===== config.mk =====
export PLATFORM = sky130hd
export DESIGN_NAME = mux_scan_ctrl
export DESIGN_NICKNAME = d
export VERILOG_FILES = /design/src/rtl/mux_scan_ctrl.sv
export SDC_FILE = /design/constraint.sdc
export NUM_CORES = 1
export LEC_CHECK = 0
export ABC_AREA = 1
export CAP_MARGIN = 0
export CELL_PAD_IN_SITES_DETAIL_PLACEMENT = 0
export CELL_PAD_IN_SITES_GLOBAL_PLACEMENT = 2
export CORE_MARGIN = 2
export CORE_UTILIZATION = 30
export DETAILED_ROUTE_END_ITERATION = 12
export HOLD_SLACK_MARGIN = 0.06
export PLACE_DENSITY_LB_ADDON = 0.2
export SETUP_SLACK_MARGIN = 0.3
export SLEW_MARGIN = 10
export SYNTH_ARGS = -nofsm -noshare
export SYNTH_HDL_FRONTEND = slang
export SYNTH_SLANG_ARGS = --single-unit

===== constraint.sdc =====
create_clock -name clk -period 2.05 [get_ports clk]
set_clock_uncertainty 0.15 [all_clocks]
set_input_delay 0.3075 -clock clk [delete_from_list [all_inputs] [get_ports clk]]
set_output_delay 0.3075 -clock clk [all_outputs]
set_load 0.1 [all_outputs]

===== src/rtl/mux_scan_ctrl.sv =====
// mux_scan_ctrl: steps the {s1,s0} select of an external 4:1 mux through all
// four channels. After each select change it waits SETTLE cycles, then samples
// y once. The four samples are presented as one frame with a valid/ready
// handshake.
// Optional build macro MUX_SCAN_CONT_EN: continuous mode. After each handshake
// the next scan starts immediately, without another start pulse.
`timescale 1ns/1ps

module mux_scan_ctrl #(
  parameter int unsigned SETTLE = 1
) (
  input  logic       clk,
  input  logic       rst,
  input  logic       start,
  output logic       s1,
  output logic       s0,
  input  logic       y,
  output logic [3:0] frame,
  output logic       valid,
  input  logic       ready,
  output logic       busy
);

  typedef enum logic [1:0] {
    ST_IDLE,
    ST_SETTLE,
    ST_SAMPLE,
    ST_DONE
  } state_t;

  // Last settle count before sampling. It is unused when SETTLE is 0, because
  // that build never enters ST_SETTLE.
  localparam logic [3:0] SETTLE_LAST = (SETTLE > 0) ? 4'(SETTLE - 1) : 4'd0;
  // State entered after every select change.
  localparam state_t FIRST = (SETTLE > 0) ? ST_SETTLE : ST_SAMPLE;

  state_t     state, state_nxt;
  logic [1:0] sel, sel_nxt;
  logic [3:0] cnt, cnt_nxt;
  logic [2:0] work, work_nxt;   // channels 0..2; channel 3 goes straight to frame
  logic [3:0] frame_q, frame_nxt;

  assign s1    = sel[1];
  assign s0    = sel[0];
  assign frame = frame_q;
  assign valid = (state == ST_DONE);
  assign busy  = (state != ST_IDLE);

  // Next-state and datapath update for the scan sequence
  always_comb begin
    state_nxt = state;
    sel_nxt   = sel;
    cnt_nxt   = cnt;
    work_nxt  = work;
    frame_nxt = frame_q;
    case (state)
      ST_IDLE: begin
        if (start) begin
          sel_nxt   = 2'd0;
          cnt_nxt   = 4'd0;
          state_nxt = FIRST;
        end
      end
      ST_SETTLE: begin
        if (cnt == SETTLE_LAST) begin
          cnt_nxt   = 4'd0;
          state_nxt = ST_SAMPLE;
        end else begin
          cnt_nxt = cnt + 4'd1;
        end
      end
      ST_SAMPLE: begin
        if (sel == 2'd3) begin
          // Last channel: publish the frame. sel returns to 0 explicitly
          // here, not by counter overflow.
          frame_nxt = {y, work};
          sel_nxt   = 2'd0;
          state_nxt = ST_DONE;
        end else begin
          case (sel)
            2'd0:    work_nxt[0] = y;
            2'd1:    work_nxt[1] = y;
            default: work_nxt[2] = y;
          endcase
          sel_nxt   = sel + 2'd1;
          cnt_nxt   = 4'd0;
          state_nxt = FIRST;
        end
      end
      ST_DONE: begin
        if (ready) begin
`ifdef MUX_SCAN_CONT_EN
          sel_nxt   = 2'd0;
          cnt_nxt   = 4'd0;
          state_nxt = FIRST;
`else
          state_nxt = ST_IDLE;
`endif
        end
      end
      default: state_nxt = ST_IDLE;
    endcase
  end

  // State and datapath registers; reset clears everything, including the frame
  always_ff @(posedge clk) begin
    if (rst) begin
      state   <= ST_IDLE;
      sel     <= 2'd0;
      cnt     <= 4'd0;
      work    <= 3'd0;
      frame_q <= 4'd0;
    end else begin
      state   <= state_nxt;
      sel     <= sel_nxt;
      cnt     <= cnt_nxt;
      work    <= work_nxt;
      frame_q <= frame_nxt;
    end
  end

endmodule


* Word level (Yosys, flattened, before mapping)
Index checks and enable logic that the tools add are counted.
Operators by class: add/subtract/negate cells 2, equal/unequal tests 9, muxes and demuxes 12, bitwise operators 2, reduce and logical (&&, ||, !) cells 14
Operator list (count):
- $reduce_and A3 Y1 | 5
- $mux W2 | 6
- $mux W4 | 3
- $pmux W4 S3 | 1
- $pmux W2 S4 | 1
- $eq A2 B2 Y1 const B | 3
- $ne A2 B2 Y1 const B | 3
- $add A4 B1 Y4 const B | 1
- $eq A2 B1 Y1 const B | 2
- $logic_not A2 Y1 | 2
- $logic_not A4 Y1 | 1
- $pmux W2 S2 | 1
- $reduce_and A2 Y1 | 2
- $reduce_bool A2 Y1 | 2
- $reduce_bool A3 Y1 | 1
- $add A2 B1 Y2 const B | 1
- $ne A2 B1 Y1 const B | 1
- $not A1 Y1 | 2
- $reduce_or A2 Y1 | 1
Word-level totals: register bits 15, bits of input ports 5, output and inout bits 8, logic and storage cells 46

* Logic depth before layout (Yosys ltp)
Gate-level depths: netlist of run 1.
word-level depth 4, depth in mapped cells 6, gate-level depth less buffers 6

* Least setup slack after synthesis of run 1
Ideal clock, no wire load.
path type flip-flop to flip-flop, start register sel[0], end register cnt[3], setup time 0.070 ns, arrival time 1.760 ns, data required time 1.830 ns, slack 0.069 ns, cell stages (with the launch flop) 6, path buffers 0, clock period less this slack 1.981 ns, cell sequence dfxtp_1 > ha_1 > o21ai_0 > nand2_1 > nand2_1 > a21oi_1
On the way: cells in the longest elaborated chain, start to end 3
RTL lines:
- from (decl) | RTL line 38 | logic [1:0] sel, sel_nxt;
- from (signal assigned) | RTL line 115 | sel <= sel_nxt;
- $eq A2 B2 Y1 | RTL line 73 | if (sel == 2'd3) begin
- $ne A2 B2 Y1 (no line)
- $reduce_and A3 Y1 (no line)
- to (signal assigned) | RTL line 116 | cnt <= cnt_nxt;
- to (decl) | RTL line 39 | logic [3:0] cnt, cnt_nxt;
No other way between the ends. A chain may end at the register's enable or synchronous reset.

* Final worst setup path of run 1
start register state[0], end output busy
On the way: cells in the longest elaborated chain, start to end 1
RTL lines:
- from (decl) | RTL line 37 | state_t state, state_nxt;
- from (signal assigned) | RTL line 114 | state <= state_nxt;
- $reduce_bool A2 Y1 | RTL line 47 | assign busy = (state != ST_IDLE);
- to (decl) | RTL line 21 | output logic busy
No other way between the ends.

==> results.txt, run 1 <==
# clock sinks - 15
vias - 672
slowest library cell on the worst path - dfxtp_1
PostCTS Resize Cnt - 0
Final Util - 38.8%
P per Cell Area - 609 nW/um2
Crit Reg-Reg Startpoint - state[1]$_SDFFE_PP0P_
CTS Hold Bufs - 0
status - completed
drt first pass iters - 4
Die Y-Extent - 54.3 um
DP Cell Count - 145
Power Total - 0.000575 W
Fillers - 270
Skew-Pair Late Insertion Delay - 0.29 ns
count of cell types in the netlist - 16
DRC - 0
cell area after synthesis - 758 um2
DRT antenna net count - 0
Post-CTS Setup Inserts - 0
vias in the first global route - 600
Finished Layout Cells - 149
CP Max Fanout - 5
TritonCTS buffer count - 3
Final Net Count - 131
CTS tree - built
Hold Startpoint - frame[1]$_SDFFE_PP0P_
crit path time final - 1.62 ns
largest net degree at the start of global routing - 15
worst path cell trace - inv_2 > nand2_1 > buf_12
Fin. Hold Viols - 0
row cnt - 18
Synth Instances - 104
Worst Max-Slew Pin Slew - 0.281 ns
Syn Area/Cell - 7.29 um2
H-tree levels - 1
count of pins over their slew limit - 0
n_diodes - 0
Avg WL per Cell - 10.3 um
1st-iter DRT viols - 19
Seq cells post-synth - 15
Crit. End Element - output pin
Die Area - 2950 um2
peak supply drop - 503 uV
I/O Buffers - 12
Max Clock Freq - 618 MHz
Startpoint Class - flip-flop
Max clock buf depth - 2
Post-DP HPWL - 1130 um
Crit Path Class - reg -> out
final WL - 1530 um
net count after synthesis - 115
endpoints failing setup - 0
total grt overflow - 0
Leak - 0.393 nW
min-delay worst type - reg -> reg
delay of the slowest critical-path stage - 0.46 ns
overall die width - 54.3 um
first-pass GRT wire length - 2610 um
via/cell ratio - 4.51
final worst-path cycle share - 78.9%
core area - 2430 um2
CP startpoint - state[0]$_SDFFE_PP0P_
P&R area growth vs syn - 24.4%
Seq/Total Area, Yosys - 39.6%
crit-path leading delay family - flip-flops
IO Count - 13
# Max-Cap Violations - 0
antenna violations before repair - 0
Initial Util - 31.2%
CP required - 1.59 ns
fraction of layout cells with a size suffix above 1 - 17.6%
total global-route track usage - 12.6%
Critical Path AT - 1.16 ns
buffers plus inverters on the worst setup path - 2
clock-pin transition on the worst setup and hold timing paths - 0.10 ns
cell at the root of the clock tree - clkbuf_4
Slew HR - 81.2%
Final Wtd Congestion - 0.750
setup TNS - 0 ns
YS warnings - 0
setup repair after global routing missed its margin - no
-- per-layer routing --
metal  vias to the layer above  GRT usage, %  wire length, um
met1                       293          15.7              771
met2                        12          19.1              672
met5                         -             0                0
met3                         2          6.01               73
li1                        365             -                -
met4                         0          3.75               12
-- layout by cell type, fill, tap and decap left out, types with 2 or more instances in the layout --
cell type / Yosys / final
nor2_1: 4 / 4
ha_1: 6 / 6
dfxtp_2: 0 / 2
clkdlybuf4s50_1: 0 / 4
nor2_4: 2 / 2
dfxtp_1: 15 / 13
clkbuf_4: 0 / 3
inv_1: 12 / 12
inv_2: 2 / 2
buf_12: 0 / 2
nand3_1: 12 / 12
nand2_1: 31 / 31
buf_4: 0 / 7
a21oi_1: 13 / 13
-- report_power, final --
group / switching, W / total [W] / internal [W]
clock: 0.000101 / 0.000174 / 0.0000725
combinational: 0.0000649 / 0.0000975 / 0.0000326
sequential: 0.00000736 / 0.000303 / 0.000296
-- worst min-delay path: cells and delay by family, from the launching register on --
family / cells / cell delay (ns)
DFF: 1 / 0.32
and+or+nand+nor: 1 / 0.06
AOI/OAI and AO/OA: 1 / 0.05
-- state kept, by name, indices dropped and copies added, names as in the netlist --
register	cells
state	2
frame	4
cnt	4
work	3
sel	2
-- layout make-up --
| type | instances | area [um2] | share of cell area (%) |
|---|---|---|---|
| Clock buffer | 3 | 22.5 | 2.39 |
| Clock inverter | 1 | 5.00 | 0.531 |
| Inverter | 14 | 52.6 | 5.57 |
| Multi-Input combinational cell | 73 | 390 | 41.4 |
| Sequential cell | 15 | 303 | 32.1 |
| Tap cell | 30 | 37.5 | 3.98 |
| Timing Repair Buffer | 13 | 133 | 14.1 |
-- final timing paths --
kind | depth (start not counted) | slack, ns | to
worst max-delay path | 3 | 0.43 | busy
worst min-delay path | 2 | 0.32 | frame[1]$_SDFFE_PP0P_
worst max register to register | 6 | 0.62 | state[1]$_SDFFE_PP0P_
worst min register to register | 2 | 0.32 | frame[1]$_SDFFE_PP0P_
-- cell families (layout without fill, tap and decap cells) --
kind of cell | after synthesis | in the layout | share of synthesized area [%]
and+or+nand+nor | 51 | 51 | 30.4
adders and majority gates | 6 | 6 | 9.90
AOI/OAI and AO/OA | 16 | 16 | 11.2
buffers and inverters | 16 | 31 | 8.91
DFF | 15 | 15 | 39.6
-- synthesized netlist by cell type --
master | number | share of area [%]
nand3_2 | 1 | 1.3
a21oi_2 | 1 | 1.2
nand4_1 | 1 | 0.83
a21oi_1 | 13 | 8.6
dfxtp_1 | 15 | 40
nand2_1 | 31 | 15
inv_2 | 2 | 0.99
o21ai_0 | 1 | 0.66
nand3_1 | 12 | 7.9
ha_1 | 6 | 9.9
buf_6 | 1 | 1.5
a31oi_1 | 1 | 0.83
clkbuf_1 | 1 | 0.49
inv_1 | 12 | 5.9
nor2_4 | 2 | 3.0
nor2_1 | 4 | 2.0
-- stage by stage --
| stage | setup slack (ns) | hold slack (ns) | area (um2) |
|---|---|---|---|
| after detailed placement | 0.606 | 0.307 | 916 |
| after global routing | 0.347 | 0.340 | 943 |
| after CTS | 0.417 | 0.324 | 943 |
| after floorplan | 0.381 | 0.227 | 761 |
| final | 0.432 | 0.317 | 943 |
| after global placement | 0.613 | 0.299 | 916 |
(Power assumes the default switching activity.)
==> inputs of run 2 (changes only) <==
--- a/config.mk
+++ b/config.mk
@@ -9,8 +9,9 @@
 export CAP_MARGIN = 0
 export CELL_PAD_IN_SITES_DETAIL_PLACEMENT = 0
 export CELL_PAD_IN_SITES_GLOBAL_PLACEMENT = 2
+export CORE_ASPECT_RATIO = 2
 export CORE_MARGIN = 2
-export CORE_UTILIZATION = 30
+export CORE_UTILIZATION = 28
 export DETAILED_ROUTE_END_ITERATION = 12
 export HOLD_SLACK_MARGIN = 0.06
 export PLACE_DENSITY_LB_ADDON = 0.2
==> constraint.sdc (replaced) <==
create_clock -name clk -period 1.7 [get_ports clk]
set_clock_uncertainty 0.15 [all_clocks]
set_input_delay 0.255 -clock clk [delete_from_list [all_inputs] [get_ports clk]]
set_output_delay 0.255 -clock clk [all_outputs]
set_load 0.1 [all_outputs]
==> results.txt, run 2 (same netlist as run 1, synthesis figures left out) <==
status - completed
H-tree levels - 1
n_diodes - 0
sw frac - 27.3%
Worst Max-Slew Pin Slew - 0.271 ns
Skew-Pair Late Insertion Delay - 0.24 ns
setup TNS - 0 ns
Clock Power Share - 36.5%
Final Wtd Congestion - 0.658
Comb power frac - 16.7%
DRT antenna net count - 0
Leak - 0.427 nW
Critical Path AT - 0.96 ns
CTS tree - built
Initial Util - 29.5%
Fillers - 279
Hold Worst Slack - 0.306 ns
Die Area - 3170 um2
1st-iter DRT viols - 6
count of pins over their slew limit - 0
vias in the first global route - 721
most frequent cells in the layout - nand2_1, a21oi_1, nand3_1, inv_1, dfxtp_1
cell at the root of the clock tree - clkbuf_8
total grt overflow - 0
Max Clock Freq - 731 MHz
total global-route track usage - 13.9%
largest net degree at the start of global routing - 10
final worst-path cycle share - 80.5%
Post-DP HPWL - 1420 um
crit path time final - 1.37 ns
P per Cell Area - 708 nW/um2
min-delay worst type - reg -> reg
row cnt - 26
Crit. End Element - output pin
Sequential Power Share - 46.7%
TritonCTS buffer count - 3
CP Max Fanout - 5
fraction of layout cells with a size suffix above 1 - 26.0%
# Max-Cap Violations - 0
Final Net Count - 135
Startpoint Class - flip-flop
Fin. Hold Viols - 0
drt first pass iters - 3
clock-pin transition on the worst setup and hold timing paths - 0.06 ns
Internal - 0.000569 W
DRC - 0
Crit Path Class - reg -> out
P&R area growth vs syn - 45.7%
peak supply drop - 358 uV
Max clock buf depth - 2
via/cell ratio - 4.74
Die Y-Extent - 77.6 um
CP required - 1.29 ns
first-pass GRT wire length - 3040 um
endpoints failing setup - 0
core area - 2570 um2
antenna violations before repair - 0
setup repair after global routing missed its margin - no
IO Count - 13
Slew HR - 81.9%
I/O Buffers - 12
Avg WL per Cell - 11.8 um
vias - 716
commonest non-fill, non-tap cell in the layout - nand2_1
P_sw - 0.000213 W
final WL - 1780 um
overall die width - 40.8 um
# clock sinks - 15
run 2: stage by stage:
stage	total power (W)	cell area (um2)	util [%]	setup slack [ns]	cells
6_report	0.000782	1100	43.0	0.331	151
3_3_place_gp	0.000501	1020	39.9	0.292	145
4_1_cts	0.000792	1070	41.6	0.303	149
2_1_floorplan	0.000453	782	-	0.280	104
5_1_grt	0.000821	1100	43.0	0.296	151
3_5_place_dp	0.000502	1020	39.9	0.295	145
run 2: final cells by class:
cell class	instances	area [um2]	share of cell area, %
repair buffers	17	238	21.5
flip-flops and latches	15	315	28.5
clock buffers	4	45.0	4.08
multi-input cells	73	413	37.4
well taps	28	35.0	3.17
inverters	14	58.8	5.32
run 2: per-layer routing:
| metal | vias to the layer above | part of all wire (%) | global-route usage (%) |
|---|---|---|---|
| met2 | 4 | 61 | 24.4 |
| met5 | - | 0 | 0 |
| li1 | 371 | - | - |
| met4 | 0 | 1.1 | 6.00 |
| met3 | 2 | 1.4 | 2.57 |
| met1 | 339 | 37 | 14.3 |
run 2: final timing paths:
| kind | from | to | slack, ns | cells past startpoint |
|---|---|---|---|---|
| max | state[0]$_SDFFE_PP0P_ | valid | 0.33 | 3 |
| min | work[2]$_SDFFE_PP0P_ | work[2]$_SDFFE_PP0P_ | 0.31 | 2 |
| max reg2reg | cnt[0]$_SDFFE_PP0P_ | state[1]$_SDFFE_PP0P_ | 0.44 | 6 |
| min reg2reg | work[2]$_SDFFE_PP0P_ | work[2]$_SDFFE_PP0P_ | 0.31 | 2 |
run 2: power by group through the flow:
stage | registers (W) | clock network, W | logic, W
CTS | 0.000366 | 0.000297 | 0.000128
floorplan | 0.000379 | 0 | 0.0000739
detailed placement | 0.000374 | 0 | 0.000128
finish | 0.000366 | 0.000286 | 0.000131
global route | 0.000366 | 0.000313 | 0.000142
global placement | 0.000374 | 0 | 0.000127
run 2: critical path: stages, from the launching register on:
cell	delay (ns)
dfxtp_4	0.37
nand2_2	0.08
clkinvlp_4	0.10
buf_12	0.17
run 2: what timing repair did:
action                     in CTS  in global routing
hold buffers                    0                  0
gates resized for setup         0                  5
setup buffers                   0                  2
setup endpoints to repair       0                  6
==> inputs of run 3 (changes only) <==
==> constraint.sdc (replaced) <==
create_clock -name clk -period 1.36 [get_ports clk]
set_clock_uncertainty 0.15 [all_clocks]
set_input_delay 0.204 -clock clk [delete_from_list [all_inputs] [get_ports clk]]
set_output_delay 0.204 -clock clk [all_outputs]
set_load 0.1 [all_outputs]
==> results.txt, run 3 (same netlist as run 1, synthesis figures left out) <==
vias - 776
H-tree levels - 1
Startpoint Class - flip-flop
IO Count - 13
dpl ws - -0.00980 ns
CP Max Fanout - 2
peak supply drop - 526 uV
failing checks - negative setup slack
Crit. End Element - output pin
DRT antenna net count - 0
overall die width - 40.8 um
Die Y-Extent - 77.6 um
Worst Max-Slew Pin Slew - 0.263 ns
total grt overflow - 0
I/O Buffers - 12
min-delay worst type - reg -> reg
status - complete, but fails checks
fraction of layout cells with a size suffix above 1 - 57.9%
Max clock buf depth - 2
CTS Hold Bufs - 0
total global-route track usage - 15.2%
Final Net Count - 145
Leak - 0.521 nW
buffers plus inverters on the worst setup path - 3
Avg WL per Cell - 12.8 um
crit-path leading delay family - buffers and inverters
P per Cell Area - 753 nW/um2
Final Wtd Congestion - 0.651
final WL - 2060 um
most frequent cells in the layout - nand2_1, buf_12, nand2_2
worst path cell trace - buf_6 > nand2_4 > clkinvlp_4 > buf_12
Crit Path Class - reg -> out
CP required - 1.01 ns
# clock sinks - 15
Skew-Pair Late Insertion Delay - 0.24 ns
cell at the root of the clock tree - clkbuf_8
final worst-path cycle share - 101%
row cnt - 26
Fin. Hold Viols - 0
setup repair after global routing missed its margin - yes
antenna violations before repair - 0
largest net degree at the start of global routing - 14
DRC - 0
1st-iter DRT viols - 12
placed cell area - 1110 um2
drt first pass iters - 4
Initial Util - 29.5%
Max Clock Freq - 728 MHz
P&R area growth vs syn - 84.0%
CP startpoint - state[1]$_SDFFE_PP0P_
Hold Startpoint - work[2]$_SDFFE_PP0P_
final instance area - 1400 um2
crit path time final - 1.37 ns
Slew HR - 82.4%
setup slack after layout - -0.0132 ns
vias in the first global route - 742
first-pass GRT wire length - 3360 um
Die Area - 3170 um2
Critical Path AT - 1.02 ns
commonest non-fill, non-tap cell in the layout - nand2_1
count of pins over their slew limit - 0
core area - 2570 um2
via/cell ratio - 4.82
clock-pin transition on the worst setup and hold timing paths - 0.06 ns
Post-DP HPWL - 1450 um
CTS tree - built
delay of the slowest critical-path stage - 0.33 ns
endpoints failing setup - 2
n_diodes - 0
# Max-Cap Violations - 0
TritonCTS buffer count - 3
slowest library cell on the worst path - dfxtp_2
Crit Reg-Reg Startpoint - state[1]$_SDFFE_PP0P_
run 3: cell types whose count changed in the layout (fill, tap and decap cells not counted), sizes merged:
| cell | change |
|---|---|
| clkinv | +1 |
| buf | +10 |
| clkbuf | -1 |
run 3: final cells by class:
class | count | area, um2
Sequential cell | 15 | 320
Timing Repair Buffer | 27 | 360
Clock buffer | 3 | 41.3
Tap cell | 28 | 35.0
Clock inverter | 1 | 5.00
Fill cell | 261 | 1170
Inverter | 14 | 68.8
Multi-Input combinational cell | 73 | 564
run 3: power by group:
group | leakage, nW | internal (W) | switching [W]
Sequential | 0.127 | 0.000444 | 0.0000122
Combinational | 0.369 | 0.0000985 | 0.000138
Clock | 0.0255 | 0.000203 | 0.000156
Total | 0.521 | 0.000745 | 0.000306
run 3: path summary, 6_finish.rpt:
kind                                             end  cells after the start  slack (ns)
worst max-delay path                           valid                      4       -0.01
worst min-delay path            work[2]$_SDFFE_PP0P_                      2        0.32
worst max register to register   cnt[0]$_SDFFE_PP0P_                      6        0.01
worst min register to register  work[2]$_SDFFE_PP0P_                      2        0.32
run 3: routing by layer:
| metal | track usage (%) | wire length, um | part of all wire [%] | up-vias |
|---|---|---|---|---|
| met1 | 15.7 | 703 | 34 | 380 |
| met5 | 0 | 0 | 0 | - |
| li1 | - | - | - | 388 |
| met3 | 3.43 | 33 | 1.6 | 2 |
| met2 | 26.6 | 1300 | 63 | 6 |
| met4 | 6.00 | 21 | 1.0 | 0 |
run 3: timing repair:
item / in CTS / in global routing
resized for setup: 21 / 20
endpoints found under the setup margin: 23 / 23
pin swaps: 10 / 10
buffers inserted: 6 / 4
gates cloned: 0 / 0
run 3: metrics by stage:
stage / power, W / setup TNS (ns) / cells / util, % / hold WS (ns)
finish: 0.00105 / -0.0183 / 161 / 54.3 / 0.315
global placement: 0.000639 / 0 / 147 / 43.2 / 0.298
floorplan: 0.000575 / -0.0915 / 104 / - / 0.116
detailed placement: 0.000640 / -0.00980 / 147 / 43.2 / 0.304
CTS: 0.00103 / -0.0228 / 157 / 50.2 / 0.314
global route: 0.00111 / -0.253 / 161 / 54.3 / 0.337
run 3: worst register-to-register path: stages (launching register included):
cell and delay (ns):
dfxtp_2 0.33, buf_6 0.12, buf_4 0.14, nor2_4 0.24
buf_6 0.14, nand3_2 0.06, a21oi_2 0.11
